### config.mk
export PLATFORM = sky130hd
export DESIGN_NAME = apb_data_master_flat
export DESIGN_NICKNAME = d
export VERILOG_FILES = /design/src/rtl/apb_data_master_if.sv /design/src/rtl/apb_data_master.sv /design/src/flat_wrapper.sv
export SDC_FILE = /design/constraint.sdc
export NUM_CORES = 1
export LEC_CHECK = 0
export ABC_AREA = 1
export ABC_CLOCK_PERIOD_IN_PS = 6700
export BUFFER_PORTS_ARGS = -buffer_cell sky130_fd_sc_hd__buf_2
export CELL_PAD_IN_SITES_DETAIL_PLACEMENT = 1
export CELL_PAD_IN_SITES_GLOBAL_PLACEMENT = 2
export CORE_UTILIZATION = 25
export DETAILED_ROUTE_END_ITERATION = 12
export PLACE_DENSITY_LB_ADDON = 0.1
export RECOVER_POWER = 50
export SLEW_MARGIN = 15
export SYNTH_ARGS = -nofsm -noshare
export SYNTH_HDL_FRONTEND = slang
export SYNTH_SLANG_ARGS = --single-unit
### constraint.sdc
create_clock -name clk -period 6.7 [get_ports clk]
set_clock_uncertainty 0.05 [all_clocks]
set_input_delay 0.67 -clock clk [delete_from_list [all_inputs] [get_ports clk]]
set_output_delay 0.67 -clock clk [all_outputs]
set_load 0.05 [all_outputs]
### src/rtl/apb_data_master_if.sv
// APB bus between the data-memory initiator and the word memory.
// Master drives the address/control/write-data side; slave returns prdata and valid.
// valid is the responder's completion strobe (pready equivalent).
interface apb_data_master_if;
    logic [31:0] paddr;
    logic        pwrite;
    logic        psel;
    logic        penable;
    logic [31:0] pwdata;
    logic [31:0] prdata;
    logic        valid;

    modport master (
        output paddr, pwrite, psel, penable, pwdata,
        input  prdata, valid
    );

    modport slave (
        input  paddr, pwrite, psel, penable, pwdata,
        output prdata, valid
    );
endinterface

### src/rtl/apb_data_master.sv
// APB initiator for MEM-stage 16-bit loads/stores onto a 32-bit word memory (stores are read-modify-write).
// Latency: load done 3 cycles after accept, store 5, plus one per wait state; done is a one-cycle pulse.
// Backpressure: busy stalls the pipeline until done; optional access timeout under APB_MASTER_TIMEOUT_EN.
module apb_data_master #(
    parameter logic [15:0] ADDR_HI = 16'h0000,
    parameter int          TIMEOUT = 15
) (
    input  logic        clk,
    input  logic        rst,
    input  logic        mem_read,
    input  logic        mem_write,
    input  logic [15:0] addr,
    input  logic [15:0] wdata,
    output logic [15:0] rdata,
    output logic        done,
    output logic        busy,
    output logic        err,
    apb_data_master_if.master bus
);

    typedef enum logic [2:0] {
        IDLE, R_SETUP, R_ACCESS, W_SETUP, W_ACCESS, DONE
    } state_t;

    state_t      state, state_nxt;
    logic [15:1] addr_q;
    logic [15:0] wdata_q;
    logic        store_q;
    logic [31:0] merged_q;
    logic [15:0] rdata_q;
    logic        req;
    logic        in_access;
    logic        timeout;
    logic        addr_unused;

    // Byte lane bit is meaningless on a halfword-only port.
    assign addr_unused = addr[0];
    assign req         = mem_read | mem_write;
    assign in_access   = (state == R_ACCESS) || (state == W_ACCESS);

`ifdef APB_MASTER_TIMEOUT_EN
    localparam int CW = ($clog2(TIMEOUT + 1) > 4) ? $clog2(TIMEOUT + 1) : 4;
    logic [CW-1:0] wait_cnt;
    logic          err_q;

    // This cycle would be the TIMEOUT-th access cycle without a completion.
    assign timeout = (wait_cnt == CW'(TIMEOUT - 1)) && !bus.valid;

    // Wait counter: cleared in each setup cycle so it restarts on ACCESS entry.
    always_ff @(posedge clk or posedge rst) begin
        if (rst)
            wait_cnt <= '0;
        else if ((state == R_SETUP) || (state == W_SETUP))
            wait_cnt <= '0;
        else if (in_access && !bus.valid)
            wait_cnt <= wait_cnt + 1'b1;
    end

    // Error flag is high exactly for the done pulse that a timeout produced.
    always_ff @(posedge clk or posedge rst) begin
        if (rst)
            err_q <= 1'b0;
        else
            err_q <= in_access && timeout;
    end

    assign err = err_q;
`else
    localparam int TIMEOUT_UNUSED = TIMEOUT;
    assign timeout = 1'b0;
    assign err     = 1'b0;
`endif

    // State register.
    always_ff @(posedge clk or posedge rst) begin
        if (rst)
            state <= IDLE;
        else
            state <= state_nxt;
    end

    // Next-state: read phase always first; stores follow with the write phase.
    always_comb begin
        state_nxt = state;
        case (state)
            IDLE:     if (req) state_nxt = R_SETUP;
            R_SETUP:  state_nxt = R_ACCESS;
            R_ACCESS: begin
                if (bus.valid)    state_nxt = store_q ? W_SETUP : DONE;
                else if (timeout) state_nxt = DONE;
            end
            W_SETUP:  state_nxt = W_ACCESS;
            W_ACCESS: if (bus.valid || timeout) state_nxt = DONE;
            DONE:     state_nxt = IDLE;
            default:  state_nxt = IDLE;
        endcase
    end

    // Outputs decoded from state; psel falls with the async state reset.
    always_comb begin
        bus.psel    = 1'b0;
        bus.penable = 1'b0;
        bus.pwrite  = 1'b0;
        busy        = 1'b1;
        done        = 1'b0;
        case (state)
            IDLE:     busy = req;
            R_SETUP:  bus.psel = 1'b1;
            R_ACCESS: begin
                bus.psel    = 1'b1;
                bus.penable = 1'b1;
            end
            W_SETUP:  begin
                bus.psel   = 1'b1;
                bus.pwrite = 1'b1;
            end
            W_ACCESS: begin
                bus.psel    = 1'b1;
                bus.penable = 1'b1;
                bus.pwrite  = 1'b1;
            end
            DONE:     begin
                busy = 1'b0;
                done = 1'b1;
            end
            default:  busy = 1'b0;
        endcase
        bus.paddr = bus.psel ? {ADDR_HI, addr_q[15:2], 2'b00} : 32'h0;
    end

    // Request latch on accept; halfword capture / merge on read completion.
    always_ff @(posedge clk or posedge rst) begin
        if (rst) begin
            addr_q   <= '0;
            wdata_q  <= '0;
            store_q  <= 1'b0;
            merged_q <= '0;
            rdata_q  <= '0;
        end else begin
            if ((state == IDLE) && req) begin
                addr_q  <= addr[15:1];
                wdata_q <= wdata;
                store_q <= mem_write;
            end
            if ((state == R_ACCESS) && bus.valid) begin
                // Upper halfword holds the lower address.
                if (store_q)
                    merged_q <= addr_q[1] ? {bus.prdata[31:16], wdata_q}
                                          : {wdata_q, bus.prdata[15:0]};
                else
                    rdata_q  <= addr_q[1] ? bus.prdata[15:0] : bus.prdata[31:16];
            end
        end
    end

    assign rdata      = rdata_q;
    assign bus.pwdata = merged_q;

endmodule
### src/flat_wrapper.sv
// flat-port wrapper written by rule: the top's interface ports become plain ports
module apb_data_master_flat 
#(
    parameter logic [15:0] ADDR_HI = 16'h0000,
    parameter int          TIMEOUT = 15
)
  (clk, rst, mem_read, mem_write, addr, wdata, rdata, done, busy, err, bus_paddr, bus_pwrite, bus_psel, bus_penable, bus_pwdata, bus_prdata, bus_valid);
  apb_data_master_if bus_i ();
  input  logic clk;
  input  logic rst;
  input  logic mem_read;
  input  logic mem_write;
  input  logic [15:0] addr;
  input  logic [15:0] wdata;
  output logic [15:0] rdata;
  output logic done;
  output logic busy;
  output logic err;
  output wire logic [$bits(bus_i.paddr)-1:0] bus_paddr;
  output wire logic [$bits(bus_i.pwrite)-1:0] bus_pwrite;
  output wire logic [$bits(bus_i.psel)-1:0] bus_psel;
  output wire logic [$bits(bus_i.penable)-1:0] bus_penable;
  output wire logic [$bits(bus_i.pwdata)-1:0] bus_pwdata;
  input wire logic [$bits(bus_i.prdata)-1:0] bus_prdata;
  input wire logic [$bits(bus_i.valid)-1:0] bus_valid;
  assign bus_paddr = bus_i.paddr;
  assign bus_pwrite = bus_i.pwrite;
  assign bus_psel = bus_i.psel;
  assign bus_penable = bus_i.penable;
  assign bus_pwdata = bus_i.pwdata;
  assign bus_i.prdata = bus_prdata;
  assign bus_i.valid = bus_valid;
  apb_data_master #(.ADDR_HI(ADDR_HI), .TIMEOUT(TIMEOUT)) u_core (.clk(clk), .rst(rst), .mem_read(mem_read), .mem_write(mem_write), .addr(addr), .wdata(wdata), .rdata(rdata), .done(done), .busy(busy), .err(err), .bus(bus_i));
endmodule
==> impl_metrics.json <==
{
  "status": "completed",
  "fmax_mhz": 335.1,
  "hold_class": "reg2reg",
  "grt_pass1_vias": 3555,
  "final_antenna_net_count": 0,
  "netlist_instances": 481,
  "slew_headroom": 0.2944,
  "vias_per_cell": 4.149,
  "critPathKind": "reg2out",
  "vias": 3448,
  "drtIter0Drc": 123,
  "yosys.area.top_type_share": 0.4735,
  "gp_congestion": 0.6949,
  "clock_path_buffers": 2,
  "cts_tree": "yes",
  "ys_seq_elements": 83,
  "ir_drop_uv": 253.1,
  "cts_hold_buffers": 0,
  "worstMarginPinSlew_ns": 1.058,
  "cap_violations": 0,
  "cp_slowest_cell": "nand3_4",
  "max_stage_delay_ns": 0.58,
  "drt-total-wl_um": 12000,
  "antenna_found_initial": 1,
  "r2r_slack_ns": 4.70,
  "tns_ns": 0,
  "crit_chain": "nor2_1, nand3_4, nand2_1, buf_2",
  "cts_buffers": 9,
  "power_density_nw_per_um2": 579.7,
  "grt_max_degree": 66,
  "place.port_buffers": 134,
  "finalHoldViolations": 0,
  "worstPathMaxFanout": 64,
  "synth_largest_area_cell": "dfrtp_1",
  "post-route-period-util": 0.4454,
  "arrival_ns": 2.26,
  "rsz0062_at_grt": "false",
  "numClockSinks": 83,
  "insertion_delay_ns": 0.33,
  "syn_avg_cell_area_um2": 9.120,
  "cts_resized": 0,
  "post-cts-setup-buffers": 0,
  "pre_cts_ws_ns": 4.027,
  "io_pins": 155,
  "rows": 48,
  "slew_violations": 0,
  "grt_util_all_layers": 0.1383,
  "clk_pin_slew_worst_paths_ns": 0.06,
  "layout_min_cycle_time_ns": 2.984,
  "crit_family": "simple AND/OR/NAND/NOR gates",
  "root_buffer": "clkbuf_16",
  "die_w_um": 134.5,
  "path_buf_inv": 1,
  "place_hpwl_um": 8338,
  "die-area_um2": 18080,
  "die_y_um": 134.5,
  "yosys-top-cells-area": "dfrtp_1, o21ai_2, o21ai_0",
  "route.detailed.drc": 0,
  "dr.pass1.iters": 4,
  "area_growth_pct": 21.71,
  "cts_max_level": 3,
  "leakage_nw": 2.693,
  "synth.distinct_cells": 28,
  "core-area_um2": 17240,
  "drive_above_1_share": 0.4323,
  "crit_required_ns": 5.98,
  "start_kind": "register",
  "grt-ovfl-total": 0,
  "ys_seq_area_frac": 0.4735,
  "layout_commonest_cell": "buf_2",
  "grt_pass1_wl_um": 19210,
  "end_kind": "output pin",
  "setup_viol_count_final": 0,
  "synth_area_um2": 4387,
  "diodes": 0,
  "wl_per_cell_um": 14.44,
  "layout_setup_ws_ns": 3.716,
  "nets": 671,
  "fill_cells": 2074,
  "ys.warnings.count": 0,
  "start_util": 0.2545,
  "mostFrequentLayoutCells": "buf_2, dfrtp_1, nand2_1"
}
-- state kept, by name, indices dropped and copies added, names as in the netlist --
name / count
u_core.store_q: 1
u_core.bus.pwdata: 32
u_core.wdata_q: 16
u_core.state: 3
u_core.rdata: 16
u_core.addr_q: 15
-- routing by layer --
layer	wire, um	global-route usage	share of wire	vias to the layer above
met5	13	0	0.0011	-
met4	164	0.05243	0.014	2
met3	760	0.03566	0.063	11
met2	5326	0.2098	0.44	98
met1	5734	0.1884	0.48	1605
li1	-	-	-	1732
-- synthesized netlist by cell type (all sizes together) --
master and count:
conb 1, buf 36, nor2 7, nand3 7, bufinv 1, inv 51, or2 48, nand2 104
o21bai 1, nor3 2, dfrtp 83, a21oi 1, clkbuf 9, nand4 3, o21ai 127
-- cell families after synthesis --
kind of cell	count (synthesis)	share of synthesized area
AND/OR/NAND/NOR	171	0.2151
buffers and inverters	97	0.1218
AO/OA/AOI/OAI	129	0.1888
flip-flops	83	0.4735
other	1	0.0008549
-- where the power goes --
| group | internal, mW | switching (mW) |
|---|---|---|
| clock network | 0.286 | 0.200 |
| registers | 0.728 | 0.169 |
| logic | 0.429 | 1.28 |
| total | 1.44 | 1.65 |
-- area by class of cell --
type / instances / area [um2] / area share
well taps: 225 / 281.5 / 0.05273
flip-flops and latches: 83 / 2077 / 0.3890
multi-input cells: 319 / 1838 / 0.3443
clock inverters: 3 / 40.04 / 0.007499
repair buffers: 137 / 655.6 / 0.1228
inverters: 52 / 210.2 / 0.03937
clock buffers: 12 / 236.5 / 0.04429
-- through the flow --
| step | utilization | cell area (um2) | power [mW] | instances | hold WS, ns |
|---|---|---|---|---|---|
| after global placement | 0.2962 | 5106 | 2.639 | 816 | 0.4103 |
| after floorplan | - | 4454 | 2.291 | 499 | 0.4034 |
| after detailed placement | 0.2962 | 5106 | 2.669 | 816 | 0.4189 |
| after CTS | 0.3123 | 5383 | 3.180 | 831 | 0.2275 |
| final | 0.3097 | 5339 | 3.095 | 831 | 0.4303 |
| after global routing | 0.3097 | 5339 | 3.321 | 831 | 0.4596 |
-- worst reg2reg max path, cell delays in order, from the launching register on --
cell     delay, ns
dfrtp_1       0.32
buf_4         0.35
inv_1         0.37
buf_4         0.35
o21ai_0       0.34
o21ai_2       0.10
-- path summary, 6_finish.rpt --
check                                                   from                           endpoint  depth (start not counted)
max                              u_core.state[1]$_DFFE_PP0P_                               busy                          4
min                        u_core.bus.pwdata[30]$_DFFE_PP0P_  u_core.bus.pwdata[30]$_DFFE_PP0P_                          2
max reg2reg                     u_core.addr_q[1]$_DFFE_PP0P_        u_core.rdata[4]$_DFFE_PP0P_                          5
min reg2reg                u_core.bus.pwdata[30]$_DFFE_PP0P_  u_core.bus.pwdata[30]$_DFFE_PP0P_                          2
max in group asynchronous                                rst  u_core.bus.pwdata[10]$_DFFE_PP0P_                          3
min in group asynchronous                                rst        u_core.state[2]$_DFFE_PP0P_                          2
Power figures use the tool's default switching activity.
